[src/rtl/uart_pkg.sv]
// Shared types and helpers for the UART transmit drain.
package uart_pkg;

  typedef enum logic [2:0] {
    StIdle   = 3'd0,
    StStart  = 3'd1,
    StData   = 3'd2,
    StStop   = 3'd3,
    StParity = 3'd4
  } state_e;

  localparam int unsigned DefaultClksPerBit = 16;

  // Counter width able to hold 0..n-1, never narrower than one bit.
  function automatic int unsigned cnt_width(input int unsigned n);
    return (n < 2) ? 32'd1 : unsigned'($clog2(n));
  endfunction

endpackage

[src/rtl/uart_baud_gen.sv]
// Bit-period counter: counts while enabled, flags the last and next-to-last cycle of a bit.
module uart_baud_gen
  import uart_pkg::*;
#(
  parameter int unsigned CLKS_PER_BIT = DefaultClksPerBit
) (
  input  logic clk_i,
  input  logic rst_i,
  input  logic en_i,
  input  logic clr_i,
  output logic last_cycle_o,
  output logic near_last_o
);

  localparam int unsigned CntW = cnt_width(CLKS_PER_BIT);
  localparam logic [CntW-1:0] LastVal = CntW'(CLKS_PER_BIT - 1);
  localparam logic [CntW-1:0] NearVal = CntW'(CLKS_PER_BIT - 2);

  logic [CntW-1:0] cnt_d, cnt_q;

  assign last_cycle_o = (cnt_q == LastVal);
  assign near_last_o  = (cnt_q == NearVal);

  always_comb begin
    cnt_d = cnt_q;
    if (clr_i) begin
      cnt_d = '0;
    end else if (en_i) begin
      cnt_d = last_cycle_o ? '0 : cnt_q + 1'b1;
    end
  end

  always_ff @(posedge clk_i) begin
    if (rst_i) begin
      cnt_q <= '0;
    end else begin
      cnt_q <= cnt_d;
    end
  end

endmodule

[src/rtl/uart_tx_drain.sv]
// Pops bytes from a show-ahead FIFO and serialises them as 8N1 UART frames.
// Define UART_TX_PARITY_EN to insert an even-parity bit before the stop bit.
module uart_tx_drain
  import uart_pkg::*;
#(
  parameter int unsigned CLKS_PER_BIT = DefaultClksPerBit,
  parameter int unsigned DATA_W       = 8
) (
  input  logic              clk,
  input  logic              rst,
  input  logic              tx_en,
  input  logic [DATA_W-1:0] fifo_data,
  input  logic              fifo_empty,
  output logic              fifo_rd_en,
  output logic              tx,
  output logic              busy,
  output logic              frame_done
);

  localparam int unsigned BitW = cnt_width(DATA_W);
  localparam logic [BitW-1:0] LastBit = BitW'(DATA_W - 1);

  state_e            state_d, state_q;
  logic [DATA_W-1:0] shreg_d, shreg_q;
  logic [BitW-1:0]   bit_cnt_d, bit_cnt_q;
  logic              tx_d, tx_q;
  logic              busy_d, busy_q;
  logic              done_d, done_q;
  logic              last_cycle, near_last, pop;
`ifdef UART_TX_PARITY_EN
  logic              par_d, par_q;
`endif

  // A new frame may start from idle or in the final stop-bit cycle (back-to-back).
  assign pop = tx_en & ~fifo_empty & ~rst &
               ((state_q == StIdle) | ((state_q == StStop) & last_cycle));

  assign fifo_rd_en = pop;
  assign tx         = tx_q;
  assign busy       = busy_q;
  assign frame_done = done_q;

  uart_baud_gen #(
    .CLKS_PER_BIT(CLKS_PER_BIT)
  ) u_baud_gen (
    .clk_i       (clk),
    .rst_i       (rst),
    .en_i        (state_q != StIdle),
    .clr_i       (pop),
    .last_cycle_o(last_cycle),
    .near_last_o (near_last)
  );

  always_comb begin
    state_d   = state_q;
    shreg_d   = shreg_q;
    bit_cnt_d = bit_cnt_q;
    tx_d      = tx_q;
    busy_d    = busy_q;
    // Registered one cycle early so the pulse lands on the last stop-bit cycle.
    done_d    = (state_q == StStop) & near_last;
`ifdef UART_TX_PARITY_EN
    par_d     = par_q;
`endif
    if (pop) begin
      shreg_d = fifo_data;
      state_d = StStart;
      tx_d    = 1'b0;
      busy_d  = 1'b1;
`ifdef UART_TX_PARITY_EN
      par_d   = ^fifo_data;
`endif
    end else begin
      unique case (state_q)
        StIdle: ;
        StStart: begin
          if (last_cycle) begin
            state_d   = StData;
            tx_d      = shreg_q[0];
            bit_cnt_d = '0;
          end
        end
        StData: begin
          if (last_cycle) begin
            if (bit_cnt_q == LastBit) begin
`ifdef UART_TX_PARITY_EN
              state_d = StParity;
              tx_d    = par_q;
`else
              state_d = StStop;
              tx_d    = 1'b1;
`endif
            end else begin
              shreg_d   = shreg_q >> 1;
              tx_d      = shreg_q[1];
              bit_cnt_d = bit_cnt_q + 1'b1;
            end
          end
        end
`ifdef UART_TX_PARITY_EN
        StParity: begin
          if (last_cycle) begin
            state_d = StStop;
            tx_d    = 1'b1;
          end
        end
`endif
        StStop: begin
          if (last_cycle) begin
            state_d = StIdle;
            busy_d  = 1'b0;
          end
        end
        default: state_d = StIdle;
      endcase
    end
  end

  always_ff @(posedge clk) begin
    if (rst) begin
      state_q   <= StIdle;
      shreg_q   <= '0;
      bit_cnt_q <= '0;
      tx_q      <= 1'b1;
      busy_q    <= 1'b0;
      done_q    <= 1'b0;
`ifdef UART_TX_PARITY_EN
      par_q     <= 1'b0;
`endif
    end else begin
      state_q   <= state_d;
      shreg_q   <= shreg_d;
      bit_cnt_q <= bit_cnt_d;
      tx_q      <= tx_d;
      busy_q    <= busy_d;
      done_q    <= done_d;
`ifdef UART_TX_PARITY_EN
      par_q     <= par_d;
`endif
    end
  end

endmodule
[config.mk]
export PLATFORM = sky130hd
export DESIGN_NAME = uart_tx_drain
export DESIGN_NICKNAME = d
export VERILOG_FILES = /design/src/rtl/uart_pkg.sv /design/src/rtl/uart_baud_gen.sv /design/src/rtl/uart_tx_drain.sv
export SDC_FILE = /design/constraint.sdc
export NUM_CORES = 1
export LEC_CHECK = 0
export ABC_AREA = 1
export CORE_AREA = 2 2 50 52
export DETAILED_ROUTE_END_ITERATION = 6
export DIE_AREA = 0 0 52 54
export PLACE_DENSITY = 0.74
export SLEW_MARGIN = 20
export SYNTH_ARGS = -nofsm -noshare
export SYNTH_HDL_FRONTEND = slang
export SYNTH_HIERARCHICAL = 1
export SYNTH_SLANG_ARGS = --single-unit
export TNS_END_PERCENT = 10
[constraint.sdc]
create_clock -name clk -period 2.05 [get_ports clk]
set_input_delay 0.41 -clock clk [delete_from_list [all_inputs] [get_ports clk]]
set_output_delay 0.41 -clock clk [all_outputs]
set_load 0.01 [all_outputs]
==> results.cfg <==
[run_status]
status = complete, no violations

[grt]
grt_pass1_wl_mm = 3.739
grt_pass1_vias = 935
grt_max_degree = 13
grt.total_usage_pct = 18.09
grt_overflow = 0
grt_antenna_before_repair = 0

[setup_path]
worstPathMaxFanout = 3
cp.arrival_ps = 1520
cp.required_ps = 1640
reg2regPathDepth = 10
rr_endpoint = u_baud_gen/cnt_q[1]
critPathKind = flip-flop to primary output
worst_setup_path_end_kind = primary output
r2r-start = state_q[1]
r2r_slack_ps = 450
setup.worst_path.start_class = flip-flop

[final_layout]
mostFrequentLayoutCells = nand2_1, nor2_1, inv_1
ff_latch_area_sq_um = 404.1
diodes = 0
drive_above_1_share_pct = 15.96
multiInputGateArea_sq_um = 604.3
area_growth_pct = 23.14
fin_util_pct = 59.71
final_common_cell = nand2_1
nets = 209
nFillCells = 203

[drt]
drc = 0
finalWirelength_mm = 2.252
wirelength_met1_um = 988
final_antenna_net_count = 0
wl_per_cell_um = 10.33
vias_per_cell = 4.862
dr_total_vias = 1060
firstDrtPassIters = 5
wl_met2_mm = 1.154
maxUsedRoutingLayer = met4
drtIter0Drc = 19
routed-wl-met3_um = 99

[timing]
hold_slack_ps = 480.9
hold_viol = 0
tightest_slew_ps = 324.3
finClkSkew_ps = 7.371
max_freq_ghz = 0.5179
rsz0062_at_grt = false
setup_viol = 0
finalMaxSlewViolations = 0
maxSlewHeadroom_pct = 78.38
fin_crit_ps = 1931
period_share_pct = 94.18

[yosys]
yosys.cell_types.count = 23
syn-cell-area_sq_mm = 0.001125
synth_edf_count = 0
synth-main-ff-cell = dfxtp_1
yosys_warnings = 6
async_reset_ff_share_pct = 0
yosysSeqAreaShare_pct = 35.60
syn_inst = 165
syn_avg_cell_area_sq_um = 6.817
synth.net_count = 185
ys_ff_latch = 20

[clock_tree]
cts_buffers = 3
cts_max_level = 1
clockBufferDepth = 2
cts_hold_buf = 0
cts_root_buffer = clkbuf_4
clkSinkCount = 20
cts_tree = done
clkLatencyLatePin_ps = 300
clk_pin_slew_ps = 110

[die]
coreArea_sq_mm = 0.002320
io_pins = 16
fp.dieH_um = 54
start_util_pct = 48.49
die_w_um = 52
die_area_sq_mm = 0.002808
placementRows = 18

[placed_design]
gp_congestion = 0.8626
place_hpwl_mm = 1.719
numPortBuffers = 15

[pwr]
ir_drop_mv = 0.5068
power_density_mw_per_mm2 = 926.8
p_leak_nw = 0.6936

[flow_run]
cap_violations = 0

[hold_path]
hold_end = shreg_q[7]
min_from = shreg_q[7]
holdPathStages = 2
min_path_type = flip-flop to flip-flop
-- registers in the layout, summed over array words and instances, names as in the netlist --
| name | count |
|---|---|
| shreg_q | 8 |
| state_q | 2 |
| u_baud_gen/cnt_q | 4 |
| bit_cnt_q | 3 |
| frame_done | 1 |
| busy | 1 |
| tx | 1 |
-- critical path, cell delays in order, from the launching register on --
cell and delay, ps:
dfxtp_1 380, inv_1 90, ha_1 210, inv_1 90, nand2_2 80, nand2_4 80, inv_2 30, dlygate4sd2_1 270
-- Yosys cell counts, types with 2 or more instances --
cell | n | area share [%]
nand2_1 | 40 | 13
nor2_1 | 26 | 8.7
inv_1 | 21 | 7.0
dfxtp_1 | 20 | 36
o21ai_0 | 12 | 5.3
ha_1 | 8 | 8.9
o21ai_1 | 7 | 3.1
a21oi_1 | 5 | 2.2
nand3_1 | 5 | 2.2
inv_2 | 4 | 1.3
nand2_2 | 3 | 1.7
buf_6 | 2 | 2.0
nand2_4 | 2 | 2.0
-- final cells by class --
class / instances / share of cell area [%]
Inverter: 25 / 6.775
Timing Repair Buffer: 23 / 15.09
Sequential cell: 20 / 29.18
Clock buffer: 4 / 2.620
Multi-Input combinational cell: 116 / 43.63
Tap cell: 30 / 2.710
-- kinds of logic after synthesis --
group	Yosys count	share of synthesized area [%]
XOR/XNOR	1	0.7788
AO/OA/AOI/OAI	26	12.01
flip-flops	20	35.59
AND/OR/NAND/NOR	81	31.59
adder cells (fa/ha/maj)	8	8.899
buffers and inverters	29	11.12
-- how the worst max path moves through the flow --
stage | startpoint | endpoint | slack (ps) | depth (start not counted)
2_1_floorplan | u_baud_gen/cnt_q[0] | fifo_rd_en | 480 | 7
3_3_place_gp | rst | fifo_rd_en | -50 | 7
3_5_place_dp | rst | fifo_rd_en | -70 | 7
4_1_cts | state_q[0] | fifo_rd_en | 50 | 7
5_1_grt | u_baud_gen/cnt_q[1] | fifo_rd_en | 10 | 8
6_report | state_q[1] | fifo_rd_en | 120 | 7
-- report_power, final --
group	internal, mW	switching [mW]
clock	0.108	0.118
combinational	0.227	0.310
sequential	0.471	0.0485
-- metal layers --
metal  GRT usage (%)  vias up
li1                -      552
met1           22.15      481
met2           31.01       25
met3           2.778        2
met4           8.772        0
met5               0        -
-- timing repair --
action                                 4_1_cts  5_1_grt
setup buffers                                1        0
setup endpoints to repair                    1        1
pin swaps                                    0        0
endpoints found under the hold margin        0        0
resized for setup                            4        2
-- through the flow --
stage	worst slack (ps)	cells	setup TNS, ps	total power, mW	cell area, sq um
floorplan	483.2	165	0	0.9144	1125
global placement	-45.73	213	-45.73	1.014	1334
detailed placement	-69.65	213	-69.65	1.048	1334
CTS	49.81	218	0	1.291	1383
global route	10.98	218	0	1.390	1385
finish	119.2	218	0	1.284	1385
(Power assumes the default switching activity.)
